## config.mk

```make
export PLATFORM = sky130hd
export DESIGN_NAME = fetch_unit
export DESIGN_NICKNAME = d
export VERILOG_FILES = /design/src/rtl/fetch_unit.sv
export SDC_FILE = /design/constraint.sdc
export NUM_CORES = 1
export LEC_CHECK = 0
export CAP_MARGIN = 20
export CELL_PAD_IN_SITES_DETAIL_PLACEMENT = 1
export CELL_PAD_IN_SITES_GLOBAL_PLACEMENT = 1
export CORE_ASPECT_RATIO = 1.25
export CORE_MARGIN = 4
export CORE_UTILIZATION = 45
export DETAILED_ROUTE_END_ITERATION = 10
export PLACE_DENSITY = 0.8
export SYNTH_ARGS = -nofsm -noshare
export SYNTH_HDL_FRONTEND = slang
export SYNTH_SLANG_ARGS = --single-unit
```

## constraint.sdc

```tcl
create_clock -name clk -period 3.9 [get_ports clk]
set_input_delay 0.78 -clock clk [delete_from_list [all_inputs] [get_ports clk]]
set_output_delay 0.78 -clock clk [all_outputs]
set_load 0.01 [all_outputs]
```

## src/rtl/fetch_unit.sv

```systemverilog
// fetch_unit: decoupled instruction-fetch front end.
//
// Issues one word read per cycle to a synchronous, 1-cycle-latency
// instruction memory. Each returned word is queued together with its PC.
// Decode takes the queue head through a valid/ready handshake. A redirect
// flushes the queue, drops any in-flight response and restarts fetch at the
// target address.
//
// Parameters:
//   QUEUE_DEPTH  instruction queue entries (power of two, >= 2)
//   RESET_PC     first fetch address after reset
//   IMEM_AW      word-address width presented to instruction memory
//
// Ports:
//   clk, rst       core clock, synchronous active-high reset
//   redirect       taken branch/jump from execute
//   redirect_pc    redirect target (bits [1:0] ignored)
//   imem_en        memory read request this cycle
//   imem_addr      word address of the request
//   imem_rdata     read data, valid the cycle after imem_en
//   out_valid      queue head valid
//   out_ready      decode accepts the head
//   out_pc         head PC
//   out_pcplus4    head PC + 4 (wraps at 2^32)
//   out_instr      head instruction word
//
// Optional build macro FETCH_PERF_EN adds:
//   perf_fetched   count of handshaked pops
//   perf_flushes   count of redirect cycles
module fetch_unit #(
  parameter int unsigned QUEUE_DEPTH = 4,
  parameter logic [31:0] RESET_PC    = 32'h0000_0000,
  parameter int unsigned IMEM_AW     = 12
) (
  input  logic               clk,
  input  logic               rst,
  input  logic               redirect,
  input  logic [31:0]        redirect_pc,
  output logic               imem_en,
  output logic [IMEM_AW-1:0] imem_addr,
  input  logic [31:0]        imem_rdata,
  output logic               out_valid,
  input  logic               out_ready,
  output logic [31:0]        out_pc,
  output logic [31:0]        out_pcplus4,
  output logic [31:0]        out_instr
`ifdef FETCH_PERF_EN
  ,
  output logic [31:0]        perf_fetched,
  output logic [31:0]        perf_flushes
`endif
);

  localparam int unsigned PW = $clog2(QUEUE_DEPTH);

  logic [31:0]   fetch_pc;
  logic [31:0]   inflight_pc;
  logic          inflight;
  logic [31:0]   q_pc    [QUEUE_DEPTH];
  logic [31:0]   q_instr [QUEUE_DEPTH];
  logic [PW-1:0] head;
  logic [PW-1:0] tail;
  logic [PW:0]   count;
  logic [PW+1:0] occupancy;
  logic          req;
  logic          enq;
  logic          pop;

  // Low target bits are forced to zero and never used.
  logic unused_bits;
  assign unused_bits = ^redirect_pc[1:0];

  always_comb begin
    // Reserve a slot for the in-flight response so an accepted response can
    // never overflow the queue.
    occupancy = {1'b0, count} + {{(PW + 1){1'b0}}, inflight};
    req       = !rst && !redirect && (occupancy < (PW + 2)'(QUEUE_DEPTH));
    enq       = inflight && !redirect;
    out_valid = (count != '0);
    pop       = out_valid && out_ready;
  end

  assign imem_en   = req;
  assign imem_addr = fetch_pc[IMEM_AW+1:2];

  always_comb begin
    out_pc      = '0;
    out_pcplus4 = '0;
    out_instr   = '0;
    if (out_valid) begin
      out_pc      = q_pc[head];
      out_pcplus4 = q_pc[head] + 32'd4;
      out_instr   = q_instr[head];
    end
  end

  always_ff @(posedge clk) begin
    if (rst) begin
      fetch_pc    <= RESET_PC;
      inflight    <= 1'b0;
      inflight_pc <= '0;
      head        <= '0;
      tail        <= '0;
      count       <= '0;
    end else if (redirect) begin
      // Redirect overrides any concurrent pop or enqueue.
      fetch_pc <= {redirect_pc[31:2], 2'b00};
      inflight <= 1'b0;
      head     <= '0;
      tail     <= '0;
      count    <= '0;
    end else begin
      if (req) begin
        fetch_pc    <= fetch_pc + 32'd4;
        inflight_pc <= fetch_pc;
      end
      // The previous response is always consumed this cycle, so inflight
      // simply tracks whether a new request went out.
      inflight <= req;
      if (enq) tail <= tail + 1'b1;
      if (pop) head <= head + 1'b1;
      case ({enq, pop})
        2'b10:   count <= count + 1'b1;
        2'b01:   count <= count - 1'b1;
        default: count <= count;
      endcase
    end
  end

  // Payload storage needs no reset; out_valid gates what is visible.
  always_ff @(posedge clk) begin
    if (!rst && enq) begin
      q_pc[tail]    <= inflight_pc;
      q_instr[tail] <= imem_rdata;
    end
  end

`ifdef FETCH_PERF_EN
  always_ff @(posedge clk) begin
    if (rst) begin
      perf_fetched <= '0;
      perf_flushes <= '0;
    end else begin
      if (pop)      perf_fetched <= perf_fetched + 32'd1;
      if (redirect) perf_flushes <= perf_flushes + 32'd1;
    end
  end
`endif

endmodule

```

==> out/metrics.yaml <==
synth_area_um2: 13400
hpwl_um: 22500
synth.yosys.seq_area_share: 0.662
antenna_violating_nets_post_route: 0
grt_setup_unrepaired: "true"
die_h_um: 201
outcome: "completed"
final_period_util: 0.970
yosys_warnings: 0
maxSlewViolCount: 0
critical_path.top_delay_family: "buffers and inverters"
cpPeakStageDelay_ps: 400
drt_first_pass_iters: 4
layout_commonest_cell: "edfxtp_1"
tritoncts: "built"
total_of_endpoints_with_negative_setup_slack_in_the_final_report: 0
final_hold_violation_count: 0
antenna_cells_inserted: 0
power_per_cell_area_nw_per_um2: 412
async_reset_ff_frac: 0
layout.cells.non_filler: 1538
worst_pin_slew_ps: 768
grt_first_pass_wirelength_um: 55100
clockBufferDepth: 3
io_pins: 178
timing.critical_path.fanout_max: 16
hold_start: "inflight_pc[29]$_SDFFE_PP0P_"
num_vias: 8584
cell_at_the_root_of_the_clock_tree: "clkbuf_16"
place.detailed.instances: 1462
tightest_slew_margin_relative_to_the_limit: 0.486
initial_antenna_violation_count: 0
floorplan.core_area_um2: 29300
synth-simple-area-share: 0.122
post_drt_wl_per_cell_um: 22.7
synth_cells: 939
final.min_clock_period_ps: 3780
ys_types: 46
synth_edf_count: 248
synth_fa_ha_area_frac: 0.00805
clkSlewWorstSetupHoldPaths_ps: 60
clock.fmax_mhz: 264
grt_usage: 0.215
layout.cells.most_common_list: "edfxtp_1 (248), clkdlybuf4s50_1 (147), nand2_1 (97)"
setup_ws_ps: 117
synth_top_family_by_area: "simple AND/OR/NAND/NOR gates"
synth.largest_area_cell: "edfxtp_1"
hold_class: "reg -> reg"
layout-drive-gt1-share: 0.158
synth_seq_cells: 318
leakage_nw: 5.65
max_cap_viol_count: 0
full_die_area_um2: 32500
first_global_vias: 9514
clock-sinks: 318
cp.arrival_ps: 3000
cp-end-kind: "output pin"
critPathLaunchType: "register"
synthXorXnorAreaFrac: 0.0229
fp-row-count: 70
chipWidth_um: 162
crit_required_ps: 3120
netlist.area_leader.share: 0.557
cts_max_level: 1
vias_per_cell: 5.58
clock_insertion_delay_at_the_later_pin_of_the_skew_report_ps: 550
post_synth_mux_area_share: 0.105
wirelength_um: 34900
layout-area-overhead-vs-synth_pct: 24.2
maximum_number_of_pins_on_one_net_before_global_route_repair: 63
yosys-top-cells-area: "edfxtp_1 (56%), dfxtp_1 (10%), mux4_2 (10%)"
path_cells: "buf_16 -> mux4_2 -> nand4_1 -> buf_4 -> nor4_2 -> buf_4 -> nand3_1 -> xor2_1 -> nor2_1 -> dlygate4sd2_1"
initial_core_util: 0.457
critical_path.slowest_cell: "mux4_2"
regArea_um2: 8850
vdd_drop_max_v: 0.000301
clock-skew-final_ps: 10.3
worstReg2RegStart: "count[2]$_SDFFE_PP0P_"
synth_area_per_cell_um2: 14.2
synth_compound_gate_area_share: 0.0474
place.gp.congestion: 0.779
multi_input_area_um2: 4140
port_buffers: 171
crit_top_cell: "buf_4"
detailedRoute.firstIterationViolations: 603
fin_nets: 1194
grt_remaining_overflow: 0
fillCellCount: 2877
synth_flop_cell: "edfxtp_1"
post-place-ws_ps: 200
drcViolationCount: 0
critical_path.n_buffers_inverters: 4
crit_type: "reg -> out"
number_of_buffers_inserted_during_clock_tree_synthesis: 30
synth_stat cells (3+ instances only):
cell,instances
a21oi_1,55
a221oi_1,7
a31oi_1,10
and2_1,67
and3_1,9
and4_1,3
buf_2,12
buf_4,17
buf_6,4
clkbuf_1,37
dfxtp_1,70
edfxtp_1,248
ha_1,7
inv_1,12
mux4_2,62
nand2_1,98
nand3_1,25
nand4_1,17
nor2_1,69
nor3_1,11
nor3_2,4
nor4_1,6
o211ai_1,5
o21ai_0,17
or3_1,6
xnor2_1,9
xor2_1,26
path summary, 6_finish.rpt:
check / end / slack, ps / cells after the start
worst max register to register: count[2]$_SDFFE_PP0P_ / 990 / 10
worst min-delay path: inflight_pc[29]$_SDFFE_PP0P_ / 500 / 2
worst min register to register: inflight_pc[29]$_SDFFE_PP0P_ / 500 / 2
worst max-delay path: out_pcplus4[22] / 120 / 10
worst register-to-register path, cell delays in order, from the launching register on:
cell and delay, ps:
dfxtp_1 350, nor3_2 340, clkinv_1 440, buf_12 340, and2_1 300, ha_1 230, inv_1 80, fa_1 180
xor2_1 80, or3_1 320, a21oi_1 170
final cells by class:
type                    count  share of cell area
clock buffers              42              0.0510
flip-flops and latches    318               0.533
repair buffers            215               0.128
multi-input cells         541               0.249
inverters                  12             0.00271
well taps                 396              0.0298
clock inverters            14             0.00595
cell families after synthesis:
group,after synthesis
buf+inv,83
xor+xnor,35
flops,318
fa+ha+maj,8
simple gates,324
mux,63
other cells,1
compound gates,107
power breakdown:
group | leakage (nW) | switching, mW | internal [mW] | total (mW)
Sequential | 3.02 | 0.0498 | 3.67 | 3.72
Combinational | 2.15 | 0.158 | 0.152 | 0.310
Clock | 0.475 | 1.22 | 1.58 | 2.80
Total | 5.65 | 1.43 | 5.41 | 6.83
metrics by stage:
stage / hold slack, ps / cell area (um2) / TNS, ps / power [mW] / util
after CTS: 502 / 16600 / 0 / 6.89 / 0.567
after global placement: 473 / 15500 / 0 / 4.09 / 0.529
after detailed placement: 487 / 15500 / 0 / 4.10 / 0.529
final: 500 / 16600 / 0 / 6.83 / 0.568
after floorplan: 451 / 13400 / 0 / 3.94 / -
after global routing: 524 / 16600 / -55.3 / 7.08 / 0.568
registers in the layout, indices dropped and copies added, names as in the netlist, named ones only:
| signal | count |
|---|---|
| q_instr | 128 |
| fetch_pc | 30 |
| q_pc | 120 |
| inflight | 1 |
| head | 2 |
| tail | 2 |
| inflight_pc | 30 |
| count | 3 |
per-layer routing:
metal	GRT usage	vias up	part of all wire
met1	0.270	4380	0.40
li1	-	3867	-
met4	0.0626	0	0.024
met2	0.384	279	0.51
met3	0.0357	58	0.057
met5	0	-	0
what timing repair did:
action	4_1_cts	5_1_grt
gates resized for setup	29	9
endpoints found under the setup margin	25	16
cloned	1	0
buffers inserted	17	2
hold endpoints to repair	0	0
hold buffers	0	0
pin swaps	4	2
(Power assumes the default switching activity.)
